==> src/rtl/fifo_ctrl_16x8_pkg.sv <==
// Shared types and default sizes for the 16x8 FIFO sequencer.
package fifo_ctrl_16x8_pkg;

  localparam int unsigned DATA_W_DEF = 8;
  localparam int unsigned ADDR_W_DEF = 4;
  localparam int unsigned DEPTH_DEF  = 16;

  // The state bit doubles as rd_valid, which is why ST_HEAD is 1.
  typedef enum logic {
    ST_EMPTY = 1'b0,
    ST_HEAD  = 1'b1
  } state_t;

endpackage

==> src/rtl/fifo_ctrl_16x8_ptr.sv <==
// Wrapping array pointer with increment and synchronous clear.
module fifo_ctrl_16x8_ptr #(
  parameter int unsigned ADDR_W = 4
) (
  input  logic              clk,
  input  logic              rst,
  input  logic              clr,
  input  logic              inc,
  output logic [ADDR_W-1:0] ptr
);

  // Natural overflow gives the mod-DEPTH wrap.
  always_ff @(posedge clk or posedge rst) begin
    if (rst) begin
      ptr <= '0;
    end else if (clr) begin
      ptr <= '0;
    end else if (inc) begin
      ptr <= ptr + ADDR_W'(1);
    end
  end

endmodule

==> src/rtl/fifo_ctrl_16x8.sv <==
// First-word-fall-through sequencer for a 16x8 sync-write / registered-read array.
// Optional FIFO_CTRL_LEVEL_EN adds registered level and almost_full outputs.
module fifo_ctrl_16x8
  import fifo_ctrl_16x8_pkg::*;
#(
  parameter int unsigned DATA_W = DATA_W_DEF,
  parameter int unsigned ADDR_W = ADDR_W_DEF,
  parameter int unsigned DEPTH  = DEPTH_DEF
`ifdef FIFO_CTRL_LEVEL_EN
  ,
  parameter int unsigned AF_MARGIN = 2
`endif
) (
  input  logic              clk,
  input  logic              rst,
  input  logic              flush,
  input  logic              wr_valid,
  output logic              wr_ready,
  input  logic [DATA_W-1:0] wr_data,
  output logic              rd_valid,
  input  logic              rd_ready,
  output logic [DATA_W-1:0] rd_data,
  output logic              mem_we,
  output logic [ADDR_W-1:0] mem_waddr,
  output logic [DATA_W-1:0] mem_wdata,
  output logic              mem_re,
  output logic [ADDR_W-1:0] mem_raddr,
  input  logic [DATA_W-1:0] mem_rdata
`ifdef FIFO_CTRL_LEVEL_EN
  ,
  output logic [ADDR_W:0]   level,
  output logic              almost_full
`endif
);

  localparam int unsigned CNT_W = ADDR_W + 1;

  state_t           state;
  logic [CNT_W-1:0] mem_cnt;
  logic [CNT_W-1:0] occ;
  logic [CNT_W-1:0] cnt_nxt;
  logic             push;
  logic             pop;
  logic [ADDR_W-1:0] wr_ptr;
  logic [ADDR_W-1:0] rd_ptr;

  // Occupancy counts the word parked in the array's read register too.
  assign rd_valid = (state == ST_HEAD);
  assign occ      = mem_cnt + CNT_W'(rd_valid);
  assign wr_ready = (occ < CNT_W'(DEPTH));

  // A push coinciding with flush is accepted by the handshake but dropped.
  assign push      = wr_valid && wr_ready && !flush;
  assign pop       = rd_valid && rd_ready;
  assign mem_re    = (mem_cnt != '0) && (!rd_valid || rd_ready) && !flush;
  assign cnt_nxt   = mem_cnt + CNT_W'(push) - CNT_W'(mem_re);

  assign mem_we    = push;
  assign mem_waddr = wr_ptr;
  assign mem_wdata = wr_data;
  assign mem_raddr = rd_ptr;
  assign rd_data   = mem_rdata;

  fifo_ctrl_16x8_ptr #(.ADDR_W(ADDR_W)) u_wr_ptr (
    .clk (clk),
    .rst (rst),
    .clr (flush),
    .inc (push),
    .ptr (wr_ptr)
  );

  fifo_ctrl_16x8_ptr #(.ADDR_W(ADDR_W)) u_rd_ptr (
    .clk (clk),
    .rst (rst),
    .clr (flush),
    .inc (mem_re),
    .ptr (rd_ptr)
  );

  // Array word count and head-valid FSM; a pop with a refetch keeps HEAD.
  always_ff @(posedge clk or posedge rst) begin
    if (rst) begin
      state   <= ST_EMPTY;
      mem_cnt <= '0;
    end else if (flush) begin
      state   <= ST_EMPTY;
      mem_cnt <= '0;
    end else begin
      mem_cnt <= cnt_nxt;
      case (state)
        ST_EMPTY: if (mem_re)          state <= ST_HEAD;
        ST_HEAD:  if (pop && !mem_re)  state <= ST_EMPTY;
        default:                       state <= ST_EMPTY;
      endcase
    end
  end

`ifdef FIFO_CTRL_LEVEL_EN
  logic             rd_valid_nxt;
  logic [CNT_W-1:0] occ_nxt;

  assign rd_valid_nxt = mem_re || (rd_valid && !pop);
  assign occ_nxt      = cnt_nxt + CNT_W'(rd_valid_nxt);

  // Registered occupancy tracks the post-edge value of occ.
  always_ff @(posedge clk or posedge rst) begin
    if (rst) begin
      level       <= '0;
      almost_full <= 1'b0;
    end else if (flush) begin
      level       <= '0;
      almost_full <= 1'b0;
    end else begin
      level       <= occ_nxt;
      almost_full <= (occ_nxt >= CNT_W'(DEPTH - AF_MARGIN));
    end
  end
`endif

endmodule

==> config.mk <==
export PLATFORM = sky130hd
export DESIGN_NAME = fifo_ctrl_16x8
export DESIGN_NICKNAME = d
export VERILOG_FILES = /design/src/rtl/fifo_ctrl_16x8_pkg.sv /design/src/rtl/fifo_ctrl_16x8_ptr.sv /design/src/rtl/fifo_ctrl_16x8.sv
export SDC_FILE = /design/constraint.sdc
export NUM_CORES = 1
export LEC_CHECK = 0
export ABC_CLOCK_PERIOD_IN_PS = 2700
export CORE_MARGIN = 4
export CORE_UTILIZATION = 36
export CTS_CLUSTER_DIAMETER = 60
export DETAILED_ROUTE_END_ITERATION = 7
export PLACE_DENSITY = 0.85
export SLEW_MARGIN = 20
export SYNTH_ARGS = -nofsm -noshare
export SYNTH_HDL_FRONTEND = slang
export SYNTH_HIERARCHICAL = 1
export SYNTH_SLANG_ARGS = --single-unit
==> constraint.sdc <==
create_clock -name clk -period 2.7 [get_ports clk]
set_clock_uncertainty 0.05 [all_clocks]
set_input_delay 0.54 -clock clk [delete_from_list [all_inputs] [get_ports clk]]
set_output_delay 0.54 -clock clk [all_outputs]
set_load 0.005 [all_outputs]
## Yosys cells after proc, flatten, opt, wreduce, memory -nomap -nowiden

Index checks and enable logic that the tools add are counted.

| storage, ports and cells | value |
|---|---|
| output and inout bits | 28 |
| flip-flop bits (word level) | 14 |
| word-level logic and storage cells | 33 |
| input port bits | 21 |

| cells by class | value |
|---|---|
| magnitude comparators | 1 |
| bitwise gates (word level) | 1 |
| add/subtract/negate cells | 5 |
| reductions and logical operators | 13 |
| mux-type cells | 9 |

Operators by type and width:

| cell | count |
|---|---|
| $mux 4 | 4 |
| $add 5x1->5 | 2 |
| $add 4x1->4 const B | 2 |
| $logic_and 1x1->1 | 6 |
| $lt 5x5->1 const B | 1 |
| $mux 5 | 1 |
| $reduce_bool 5->1 | 1 |
| $sub 5x1->5 | 1 |
| $reduce_bool 2->1 | 2 |
| $logic_not 1->1 | 3 |
| $mux 1 | 3 |
| $pmux 1 s2 | 1 |
| $logic_or 1x1->1 | 1 |
| $not 1->1 | 1 |

## Logic depth before layout (Yosys ltp)

| logic depth | value |
|---|---|
| depth in word-level cells | 9 |
| mapped depth | 11 |

## By module

Netlist, hierarchy kept.

By module, submodules not included:

| module | cells each | times used | sequential area each (um^2) | area an instance (um^2) |
|---|---|---|---|---|
| fifo_ctrl_16x8 | 64 | 1 | 150.1 | 586.8 |
| fifo_ctrl_16x8_ptr | 17 | 2 | 100.1 | 196.4 |

## Least setup slack after synthesis

Ideal clock, no wire load.

| path | value |
|---|---|
| kind | flip-flop to flip-flop |
| start | register mem_cnt[2] |
| end | register mem_cnt[4] |
| period minus slack after synthesis | 2627 ps |
| setup time | 74 ps |
| path buffers | 0 |
| slack | 73 ps |
| stages on the path, launching flop included | 12 |
| data arrival time | 2503 ps |
| required time | 2576 ps |
| cells stage by stage | dfrtp_1 -> inv_1 -> ha_1 -> nor4b_2 -> nor3_2 -> xor2_1 -> ha_1 -> inv_1 -> fa_1 -> nand2b_1 -> a2111o_1 -> o21ai_2 |

RTL lines:

| element | line | source |
|---|---|---|
| start, declared | fifo_ctrl_16x8.sv:39 | `logic [CNT_W-1:0] mem_cnt;` |
| start signal, assigned | fifo_ctrl_16x8.sv:89 | `mem_cnt <= cnt_nxt;` |
| $reduce_bool 5->1 | fifo_ctrl_16x8.sv:55 | `assign mem_re = (mem_cnt != '0) && (!rd_valid \|\| rd_ready) && !flush;` |
| $logic_and 1x1->1 (2 in series) | fifo_ctrl_16x8.sv:55 |  |
| net mem_re | fifo_ctrl_16x8.sv:26 | `output logic mem_re,` |
| $sub 5x1->5 | fifo_ctrl_16x8.sv:56 | `assign cnt_nxt = mem_cnt + CNT_W'(push) - CNT_W'(mem_re);` |
| $mux 5 | fifo_ctrl_16x8.sv:85 | `end else if (flush) begin` |

The timed path passes the listed nets, and every way through them passes these cells.
A chain may end at the register's enable or synchronous reset.

## Worst setup path in the final report

| path | value |
|---|---|
| start | register mem_cnt[2] |
| end | output mem_re |

| on the way | value |
|---|---|
| longest elaborated chain between the ends | 3 |

Ends and longest elaborated chain:

| element | line |
|---|---|
| $reduce_bool 5->1 | fifo_ctrl_16x8.sv:55 |
| $logic_and 1x1->1 (2 in series) | fifo_ctrl_16x8.sv:55 |
| end, declared | fifo_ctrl_16x8.sv:26 |

Every way passes these cells.

==> run metrics <==
status completed; PortBufs 16; initial antenna violation count 0; DRC 0; Sw Share between 30% and 40%; wire length on met2 roughly 900 µm; CTS tree built; net switching power 0.000341 W; area leader, netlist dfrtp_1; Worst Path Max Fanout 6; # fillers roughly 260; largest cells by area after synthesis dfrtp_1 36%, buf_4 12%, ha_1 10%; First-pass DRT Iterations 4; Min Clock Period, post-route approximately 2.6 ns; Root Driver clkbuf_4; WL/cell ~14 µm; CTS buffer count 3; Finished Cell Area 1160 µm²; Congestion Overflow GR 0; internal power ~0.00058 W; RSZ-0062 raised after global routing false; Row Count 18; PnR worst setup slack around 0.12 ns; first-pass GRT wire length between 3000 and 4000 µm; Gate Count Post-Synth 98; met1 layer wirelength in the final routing 824 µm; max layer used met4; Critical R2R Launch mem_cnt[2]; CP Data Arrival Time about 2 ns; Final GP Congestion 0.845; CORE AREA around 2500 µm²; Register Area approximately 350 µm²; Comb power frac between 50% and 60%; drt via density between 4 and 5; Fmax just under 400 MHz; met3 wire length 212 µm; post-layout net count around 140; die width 60.2 µm; Initial Util about two fifths; Slew Limit Fails 0; clk_lat worst skew about 0.27 ns; post-synthesis net count approximately 130; CTS max path bufs 2; Pwr Density approximately 800 nW/µm²; Clock Power Share between 10 and 15%; Routed Antenna Nets 0; reg2reg path depth 11; Synth top area share 35.8%; share of power burned in registers between 30 and 40%; pre-CTS WS -0.148 ns; dpl cell area 1090 µm²; Fin. Hold Viols 0; Leakage between 0.5 and 0.6 nW; Worst VDD drop roughly 0.34 mV; max_cap viols 0; Crit Path Category register to output pin; CTS Sinks 14; Critical Path RT approximately 2.1 ns; Netlist cell types 25; Max H-tree Level 1; largest net degree at the start of global routing 16; Seq/Total Area, Yosys roughly 36%; Worst Hold Class input pin to asynchronous set/reset pin; clk slew on worst S/H paths ~0.080 ns; final WL a little under 2000 µm; Reg2Reg Setup Slack about 0.15 ns; slew at the pin with the worst max-slew slack 0.497 ns; Top Ports around 50; Die Ht about 60 µm; area occupied by multi-input gates 485 µm²; die footprint ~3600 µm²; total number of vias about 690; Setup Viol. Count Final 0; Slew HR 66.5%; number of global-route vias before repair ~770; Synth Warn # 6; GRT Overall Usage 12.5%; Fin Setup TNS 0 ns; hold buffers post-CTS 0; CP Capture Type output pin; share of cells above drive strength 1 between 20% and 30%; DRT iter0 DRCs 9; Syn Area/Cell roughly 10 µm²; number of synthesized register bits 14; cell area after synthesis approximately 980 µm²; final worst-path cycle share between 90% and 100%; synth-to-layout area growth 18.0%; Worst setup SP type register; # diodes 0; r2r endpoint mem_cnt[4]; post-DP HPWL 1570 µm
[cell usage after synthesis]
cell	instances
fa_1	1
nand3_1	1
nor3_2	1
nand3b_1	2
nor4_1	1
nand2b_1	4
buf_4	16
xor2_1	3
xnor2_1	3
nor4b_2	1
dfrtp_1	14
nor2_1	10
mux2_4	2
and3b_1	1
a2111o_1	1
mux2i_1	2
a31o_2	1
nand4_1	3
nor2b_1	5
buf_2	1
a21oi_1	6
a21bo_2	2
ha_1	8
inv_1	8
o21ai_2	1
[routing by layer]
layer / vias up / track usage (%)
met3: 10 / 3.24
met1: 322 / 15.8
li1: 332 / -
met4: 0 / 6.96
met5: - / 0
met2: 24 / 19.1
[worst max-delay path by stage]
stage / from / to / slack [ns] / depth (start not counted)
after floorplan: mem_cnt[2] / mem_cnt[4] / 0.07 / 11
after global placement: flush / mem_cnt[4] / -0.04 / 9
after detailed placement: flush / mem_cnt[4] / -0.15 / 9
after CTS: mem_cnt[2] / mem_we / 0.002 / 6
after global routing: mem_cnt[3] / mem_cnt[4] / 0.002 / 11
final: mem_cnt[2] / mem_re / 0.12 / 6
[flip-flops by register name, indices dropped and copies added, names as in the netlist]
| register | cells |
|---|---|
| u_wr_ptr/ptr | 4 |
| rd_valid | 1 |
| u_rd_ptr/ptr | 4 |
| mem_cnt | 5 |
[layout by cell type (no fill, tap or decap), drive strengths merged]
cell           count
nand4              3
nand3              1
a31o               1
clkbuf             3
buf                9
clkdlybuf4s50     15
dfrtp             14
nor4               1
fa                 1
o21ai              1
nand2b             4
inv                8
nor2              10
xnor2              3
nor4b              1
mux2               2
and3b              1
mux2i              2
nand3b             2
nor3               1
a21oi              6
nor2b              5
a21bo              2
a2111o             1
xor2               3
ha                 8
dlymetal6s2s       1
[timing repair]
| item | CTS | global route |
|---|---|---|
| setup buffers | 3 | 1 |
| pin swaps | 1 | 1 |
| gates resized for setup | 1 | 3 |
| gates cloned | 0 | 0 |
| setup endpoints to repair | 1 | 3 |
[cells by family (layout without fill, tap and decap cells)]
family / Yosys count / in the layout / share of synthesized area, %
adders and majority gates: 9 / 9 / 12.3
buffers and inverters: 25 / 36 / 15.8
muxes: 4 / 4 / 5.11
DFF: 14 / 14 / 35.8
xor gates and xnor gates: 6 / 6 / 5.36
and+or+nand+nor: 29 / 29 / 17.6
AOI/OAI and AO/OA: 11 / 11 / 8.05
[critical path, stage by stage, from the launching register on]
cell and delay, ns:
dfrtp_1 0.37, inv_1 0.07, ha_1 0.20, nor4b_2 0.17
nor3_2 0.21, buf_4 0.19, clkdlybuf4s50_1 0.51
[layout make-up]
cell class | instances | area share [%]
inverter | 8 | 2.60
tap | 30 | 3.25
clock buffer | 3 | 1.95
sequential | 14 | 30.3
multi-input combinational | 59 | 42.0
timing repair buffer | 25 | 19.9
[power by group through the flow]
stage	Sequential, W	Combinational, W	Clock, W
after detailed placement	0.000320	0.000462	0
after global routing	0.000325	0.000557	0.000126
after floorplan	0.000311	0.000316	0
after CTS	0.000315	0.000486	0.000120
final	0.000315	0.000493	0.000113
after global placement	0.000317	0.000443	0
[per-stage QoR]
| stage | power (W) | util (%) | std cells | hold slack [ns] |
|---|---|---|---|---|
| 5_1_grt | 0.00101 | 45.4 | 139 | 0.497 |
| 6_report | 0.000920 | 45.4 | 139 | 0.506 |
| 3_5_place_dp | 0.000782 | 42.8 | 132 | 0.520 |
| 2_1_floorplan | 0.000627 | - | 98 | 0.256 |
| 4_1_cts | 0.000920 | 44.6 | 138 | 0.486 |
| 3_3_place_gp | 0.000760 | 42.8 | 132 | 0.503 |
Note: power is estimated with default switching activity, not from simulation.
